File: src/rtl/rom_controller.sv
// Program ROM controller for the sm510 core: sequences host download,
// holds the CPU in reset until a full image is present, arbitrates the BRAM.
module rom_controller #(
    parameter int ADDR_WIDTH = 12,
    parameter int ROM_BYTES  = 4096,
    parameter int RESET_HOLD = 16
) (
    input  logic                  clk,
    input  logic                  reset,
    input  logic                  clk_en,
    input  logic [ADDR_WIDTH-1:0] cpu_rom_addr,
    output logic [7:0]            cpu_rom_data,
    output logic                  cpu_reset,
    input  logic                  dl_active,
    input  logic                  dl_wr,
    input  logic [ADDR_WIDTH:0]   dl_addr,
    input  logic [7:0]            dl_data,
    input  logic                  dbg_req,
    input  logic [ADDR_WIDTH-1:0] dbg_addr,
    output logic                  dbg_ack,
    output logic [7:0]            dbg_data,
    output logic                  loaded,
    output logic                  load_error,
    output logic [ADDR_WIDTH:0]   byte_count,
    output logic [ADDR_WIDTH-1:0] mem_addr,
    output logic                  mem_we,
    output logic [7:0]            mem_wdata,
    input  logic [7:0]            mem_rdata
);

    localparam int HW = $clog2(RESET_HOLD + 1);
    localparam logic [ADDR_WIDTH:0] LP_ROM_BYTES = (ADDR_WIDTH + 1)'(ROM_BYTES);
    localparam logic [HW-1:0] LP_HOLD_LAST = HW'(RESET_HOLD - 2);

    typedef enum logic [1:0] {
        EMPTY,
        LOAD,
        HOLD,
        RUN
    } state_t;

    state_t              r_state;
    logic [HW-1:0]       r_hold_cnt;
    logic [ADDR_WIDTH:0] r_byte_count;
    logic                r_load_error;
    logic                r_cpu_reset;
    logic                r_loaded;
    logic                r_rd_vld;
    logic                r_rd_dbg;
    logic [7:0]          r_cpu_data;
    logic [7:0]          r_dbg_data;
    logic                r_dbg_ack;

    logic w_load_wr;
    logic w_cpu_rd;
    logic w_dbg_rd;
    logic w_dbg_busy;

    // A debug read is in flight only during the cycle its data sits on mem_rdata
    assign w_dbg_busy = r_rd_vld && r_rd_dbg;

    always_comb begin
        w_load_wr = !reset && (r_state == LOAD) && dl_wr
                    && (dl_addr < LP_ROM_BYTES);
        w_cpu_rd  = !reset && (r_state == RUN) && clk_en;
        w_dbg_rd  = !reset && dbg_req && !w_dbg_busy
                    && !w_load_wr && !w_cpu_rd;
    end

    always_comb begin
        mem_addr  = '0;
        mem_we    = 1'b0;
        mem_wdata = '0;
        if (w_load_wr) begin
            mem_we    = 1'b1;
            mem_addr  = dl_addr[ADDR_WIDTH-1:0];
            mem_wdata = dl_data;
        end else if (w_cpu_rd) begin
            mem_addr = cpu_rom_addr;
        end else if (w_dbg_rd) begin
            mem_addr = dbg_addr;
        end
    end

    always_ff @(posedge clk) begin
        if (reset) begin
            r_rd_vld   <= 1'b0;
            r_rd_dbg   <= 1'b0;
            r_cpu_data <= '0;
            r_dbg_data <= '0;
            r_dbg_ack  <= 1'b0;
        end else begin
            r_rd_vld  <= w_cpu_rd || w_dbg_rd;
            r_rd_dbg  <= w_dbg_rd;
            r_dbg_ack <= r_rd_vld && r_rd_dbg;
            if (r_rd_vld && !r_rd_dbg) begin
                r_cpu_data <= mem_rdata;
            end
            if (r_rd_vld && r_rd_dbg) begin
                r_dbg_data <= mem_rdata;
            end
        end
    end

    always_ff @(posedge clk) begin
        if (reset) begin
            r_state      <= EMPTY;
            r_hold_cnt   <= '0;
            r_byte_count <= '0;
            r_load_error <= 1'b0;
            r_cpu_reset  <= 1'b1;
            r_loaded     <= 1'b0;
        end else begin
            case (r_state)
                EMPTY: begin
                    if (dl_active) begin
                        r_state      <= LOAD;
                        r_byte_count <= '0;
                        r_load_error <= 1'b0;
                    end
                end
                LOAD: begin
                    if (w_load_wr) begin
                        r_byte_count <= r_byte_count + 1'b1;
                    end
                    if (!dl_active) begin
                        if (r_byte_count == LP_ROM_BYTES) begin
                            r_state    <= HOLD;
                            r_hold_cnt <= '0;
                        end else begin
                            r_state      <= EMPTY;
                            r_load_error <= 1'b1;
                        end
                    end
                end
                HOLD: begin
                    if (dl_active) begin
                        r_state      <= LOAD;
                        r_byte_count <= '0;
                        r_load_error <= 1'b0;
                    end else if (r_hold_cnt == LP_HOLD_LAST) begin
                        r_state     <= RUN;
                        r_cpu_reset <= 1'b0;
                        r_loaded    <= 1'b1;
                    end else begin
                        r_hold_cnt <= r_hold_cnt + 1'b1;
                    end
                end
                RUN: begin
                    if (dl_active) begin
                        r_state      <= LOAD;
                        r_byte_count <= '0;
                        r_load_error <= 1'b0;
                        r_cpu_reset  <= 1'b1;
                        r_loaded     <= 1'b0;
                    end
                end
                default: begin
                    r_state <= EMPTY;
                end
            endcase
        end
    end

    assign cpu_rom_data = r_cpu_data;
    assign cpu_reset    = r_cpu_reset;
    assign dbg_ack      = r_dbg_ack;
    assign dbg_data     = r_dbg_data;
    assign loaded       = r_loaded;
    assign load_error   = r_load_error;
    assign byte_count   = r_byte_count;

endmodule

File: config.mk
export PLATFORM = sky130hd
export DESIGN_NAME = rom_controller
export DESIGN_NICKNAME = d
export VERILOG_FILES = /design/src/rtl/rom_controller.sv
export SDC_FILE = /design/constraint.sdc
export NUM_CORES = 1
export LEC_CHECK = 0
export BUFFER_PORTS_ARGS = -buffer_cell sky130_fd_sc_hd__buf_4
export CORE_UTILIZATION = 51
export CTS_BUF_LIST = sky130_fd_sc_hd__clkbuf_8
export CTS_CLUSTER_DIAMETER = 40
export DETAILED_ROUTE_END_ITERATION = 6
export HOLD_SLACK_MARGIN = 0.05
export PLACE_DENSITY_LB_ADDON = 0.25
export RECOVER_POWER = 25
export SETUP_SLACK_MARGIN = 0.2
export SLEW_MARGIN = 30
export SYNTH_ARGS = -nofsm -noshare
export SYNTH_HDL_FRONTEND = slang
export SYNTH_SLANG_ARGS = --single-unit
export TNS_END_PERCENT = 50
File: constraint.sdc
create_clock -name clk -period 3.7 [get_ports clk]
set_clock_uncertainty 0.2 [all_clocks]
set_input_delay 0.925 -clock clk [delete_from_list [all_inputs] [get_ports clk]]
set_output_delay 0.925 -clock clk [all_outputs]
set_load 0.005 [all_outputs]
Yosys cells after proc, flatten, opt, wreduce, memory -nomap -nowiden
Index checks and enable logic that the tools add are counted.
W data, S select, Z words.
{"block": "word_totals", "regBits": 42, "latchBits": 0, "ram_bits": 0, "romBits": 0, "output_inout_bits": 54, "wordCells": 87, "memories": 0}
{"block": "op_classes", "addsub": 2, "multipliers": 0, "n_div": 0, "magnitude_cmp": 1, "n_eq_ne": 16, "shifts": 0, "muxes": 30, "n_bitwise": 0, "reduce_logical": 27}
{"op": "$mux W12", "count": 3}
{"op": "$mux W13", "count": 2}
{"op": "$pmux W13 S2", "count": 1}
{"op": "$mux W5", "count": 4}
{"op": "$ne A2 B2 Y1 const B", "count": 7}
{"op": "$add A13 B1 Y13 const B", "count": 1}
{"op": "$eq A13 B13 Y1 const B", "count": 1}
{"op": "$lt A13 B13 Y1 const B", "count": 1}
{"op": "$logic_and A1 B1 Y1", "count": 11}
{"op": "$mux W2", "count": 5}
{"op": "$pmux W5 S2", "count": 1}
{"op": "$mux W1", "count": 9}
{"op": "$mux W8", "count": 1}
{"op": "$ne A2 B1 Y1 const B", "count": 3}
{"op": "$pmux W1 S2", "count": 3}
{"op": "$pmux W2 S3", "count": 1}
{"op": "$reduce_and A3 Y1", "count": 2}
{"op": "$add A5 B1 Y5 const B", "count": 1}
{"op": "$eq A5 B4 Y1 const B", "count": 1}
{"op": "$logic_not A1 Y1", "count": 5}
{"op": "$reduce_and A5 Y1", "count": 1}
{"op": "$eq A2 B2 Y1 const B", "count": 2}
{"op": "$reduce_and A4 Y1", "count": 1}
{"op": "$reduce_bool A2 Y1", "count": 2}
{"op": "other kinds (7)", "count": 7}

Logic depth before layout (Yosys ltp)
{"block": "logic_depth", "depth_word": 10, "ltp_mapped": 8}

Least setup slack after synthesis
No wires, ideal clock.
{"block": "synth_path", "path_kind": "input to output", "from": "input dl_wr", "to": "output mem_addr[10]", "t_arrival_ps": 2066, "t_required_ps": 2575, "slack_ps": 509, "cell_stages": 6, "path_buffers": 2, "path_cell_list": "nor4bb_1 > clkbuf_1 > nor4_2 > buf_2 > a22oi_1 > o21ai_0"}
{"block": "synth_via", "elab_chain_cells": 8}
{"item": "start: declaration", "line": "15", "rtl": "input logic dl_wr,"}
{"item": "$logic_and A1 B1 Y1 (*)", "line": "63", "rtl": "w_load_wr = !reset && (r_state == LOAD) && dl_wr"}
{"item": "$logic_and A1 B1 Y1 (*)", "line": "64", "rtl": "&& (dl_addr < LP_ROM_BYTES);"}
{"item": "$logic_not A1 Y1", "line": "67", "rtl": "&& !w_load_wr && !w_cpu_rd;"}
{"item": "$logic_and A1 B1 Y1 (2 in a row)", "line": "67"}
{"item": "$mux W12", "line": "80", "rtl": "end else if (w_dbg_rd) begin"}
{"item": "$mux W12", "line": "78", "rtl": "end else if (w_cpu_rd) begin"}
{"item": "$mux W12 (*)", "line": "74", "rtl": "if (w_load_wr) begin"}
{"item": "end: declaration", "line": "25", "rtl": "output logic [ADDR_WIDTH-1:0] mem_addr,"}
Every way passes the cells marked *; elsewhere a longest branch is shown, timed or not.

Final worst setup path
{"block": "layout_path", "from": "input reset", "to": "output mem_addr[3]"}
{"block": "layout_via", "elab_chain_cells": 10, "elab_cells_between_ends": 15, "classes_between": "mux (3); reduce/logical (12)"}
{"item": "start: declaration", "line": "9", "rtl": "input logic reset,"}
{"item": "$logic_not A1 Y1 (*)", "line": "63, 65, 66"}
{"item": "$logic_and A1 B1 Y1 (2 in a row)", "line": "63"}
{"item": "$logic_and A1 B1 Y1", "line": "64"}
{"item": "$logic_not A1 Y1", "line": "67"}
{"item": "$logic_and A1 B1 Y1 (2 in a row)", "line": "67"}
{"item": "$mux W12", "line": "80"}
{"item": "$mux W12", "line": "78"}
{"item": "$mux W12 (*)", "line": "74"}
Marks and branches as above.

==> out/metrics.yaml <==
ant_nets: 0
min_period_ns: 3.29
worstPathCellList: "buf_4 -> and3b_1 -> nor4_2 -> buf_4 -> a22oi_1 -> o21ai_0 -> buf_4"
powerDensity_nw_per_um2: 383
initial_core_util_pct: 54.9
worstSetupStartpointType: "input pin"
fillCellCount: 298
crit_type: "input pin to primary output"
synthArstFlopShare_pct: 0
swShare_pct: 34.0
postCtsHoldBufs: 0
ys_warn_count: 0
drt-pass1-iter-count: 5
critPathMaxFanout: 13
drv_cap: 0
arrival_ns: 2.16
power_leakage_nw: 1.42
combPwrFrac_pct: 35.1
p_int_w: 0.000820
multi_input_area_um2: 1340
drv_slew: 0
place_area_um2: 3160
die_w_um: 68.8
setup_tns_ns: 0
crit_path_frequent_cell: "buf_4"
grt_first_pass_wirelength_um: 9140
syn-cell-area_um2: 2280
switching_power_w: 0.000422
antenna_found_initial: 0
syn2layout_area_growth_pct: 42.4
pwr-share-seq_pct: 41.5
cts_root_buf: "clkbuf_8"
cts_tree: "built"
clkPwrFrac_pct: 23.4
synth_top_area_cell: "dfxtp_1"
boundaryPins: 113
cp_data_required_time_ns: 2.57
hold_viol: 0
grt_max_degree: 35
period_share_pct: 88.8
overflow: 0
slew_headroom_pct: 32.1
core_um2: 4140
first_iter_violations: 134
clk_latency_ns: 0.30
post-dp-hpwl_um: 4590
synthTopCellsByCount: "dfxtp_1 (42), nand2_1 (40), nor2_1 (20)"
synth.most_common_cell: "dfxtp_1"
layout-drive-gt1-share_pct: 33.6
diodes: 0
cts.reportedPaths.clkPinSlew_ns: 0.08
max_freq_ghz: 0.304
gr-usage-all-layers_pct: 26.3
placementRows: 23
critPathCaptureType: "primary output"
htreeDepth: 2
synth_top_area_share_pct: 36.9
avgRoutedWirePerCell_um: 13.8
syn_nets: 346
seq_area_um2: 841
vias: 2436
cts_buffer_depth: 2
status: "completed"
worst_pin_slew_ns: 1.02
syn_area_per_cell_um2: 8.16
synth-seq-cells: 42
grt_pass1_vias: 2140
die_y_um: 68.8
ff2ff_setup_slack_ns: 1.58
critPathSlowestCell: "nor4_2"
die-area_um2: 4730
cts.sinks: 42
ys_seq_area_share_pct: 36.9
routabilityCongestion: 0.853
drc: 0
synthCells: 279
ir_worst_vdd_mv: 0.169
rsz0062_at_grt: "no"
synthDistinctLibCells: 52
fin_nets: 453
setup_viol: 0
via_per_inst: 5.57
ys_top_cells_by_area: "dfxtp_1 (37%), nand2_1 (6.6%), mux2i_1 (4.8%), ha_1 (4.4%), a22oi_1 (4.0%)"
numCtsBuffers: 5
drt-total-wl_um: 6050
max_stage_delay_ns: 0.24
numPortBuffers: 112
min_path_type: "flip-flop to flip-flop"
synth_ff_type: "dfxtp_1"
finalInstanceArea_um2: 3240
synth-edff-count: 0
state kept, by name, indices dropped and copies added (netlist names), 2 cells and up:
| name | count |
|---|---|
| byte_count | 13 |
| cpu_rom_data | 8 |
| dbg_data | 8 |
| r_hold_cnt | 5 |
| r_state | 2 |
final timing paths:
| check | startpoint | end | cells past startpoint |
|---|---|---|---|
| max | reset | mem_addr[3] | 7 |
| max reg2reg | r_state[0] | r_hold_cnt[2] | 6 |
| min reg2reg | dbg_data[4] | dbg_data[4] | 2 |
| min | dbg_data[4] | dbg_data[4] | 2 |
power groups by stage:
stage / Combinational, W / Sequential (W) / Clock [W]
6_report: 0.000435 / 0.000515 / 0.000291
5_1_grt: 0.000482 / 0.000519 / 0.000318
4_1_cts: 0.000430 / 0.000513 / 0.000298
3_5_place_dp: 0.000425 / 0.000524 / 0
3_3_place_gp: 0.000417 / 0.000522 / 0
2_1_floorplan: 0.000259 / 0.000518 / 0
cell usage in the layout, fill, tap and decap left out, types with 4 or more instances in the layout:
| master | netlist | routed |
|---|---|---|
| buf_4 | 0 | 112 |
| dfxtp_1 | 42 | 42 |
| nand2_1 | 40 | 40 |
| nor2_1 | 20 | 20 |
| o21ai_0 | 17 | 17 |
| a21oi_1 | 16 | 16 |
| nand3_1 | 14 | 14 |
| inv_1 | 12 | 13 |
| a22oi_1 | 12 | 12 |
| and2_1 | 11 | 11 |
| mux2i_1 | 11 | 11 |
| ha_1 | 8 | 7 |
| xnor2_1 | 5 | 5 |
| clkbuf_8 | 0 | 5 |
| nand2b_1 | 4 | 4 |
| nor4b_1 | 4 | 4 |
through the flow:
step                      hold WS, ns  utilization (%)  instances  total power (W)  worst slack (ns)
after floorplan                 0.253                -        279         0.000778             0.509
final                           0.260             78.2        437          0.00124             0.414
after global routing            0.291             78.2        437          0.00132             0.254
after detailed placement        0.251             76.1        429         0.000949             0.430
after CTS                       0.263             78.2        437          0.00124             0.350
after global placement          0.243             76.1        429         0.000939             0.466
layout make-up:
cell class / count / share of cell area [%]
inverters: 12 / 1.39
clock buffers: 5 / 2.12
well taps: 50 / 1.93
multi-input cells: 209 / 41.3
repair buffers: 116 / 26.8
flip-flops and latches: 42 / 25.9
clock inverters: 3 / 0.541
worst max-delay path: cells and delay by family:
family	cells	cell delay (ns)
buffers and inverters	3	0.52
and+or+nand+nor	2	0.45
AOI/OAI and AO/OA	2	0.26
metal layers:
metal  vias up  global-route usage, %  share of wire, %
met5         -                      0                 0
met4         0                   13.3               1.6
met3         8                   8.22               6.8
met2        93                   44.7                50
met1      1126                   29.5                41
li1       1209                      -                 -
cell families (layout without fill, tap and decap cells):
| kind of cell | count (synthesis) | count (layout) | synth area share [%] |
|---|---|---|---|
| flops | 42 | 42 | 36.9 |
| mux | 11 | 11 | 4.84 |
| compound gates | 70 | 70 | 20.9 |
| simple gates | 115 | 115 | 26.0 |
| fa+ha+maj | 8 | 8 | 4.40 |
| buf+inv | 28 | 136 | 5.00 |
| xor+xnor | 5 | 5 | 1.92 |
repair_timing:
action,in CTS,in global routing
gates resized for setup,0,1
setup buffers,0,0
setup endpoints to repair,0,7
Power figures use the tool's default switching activity.
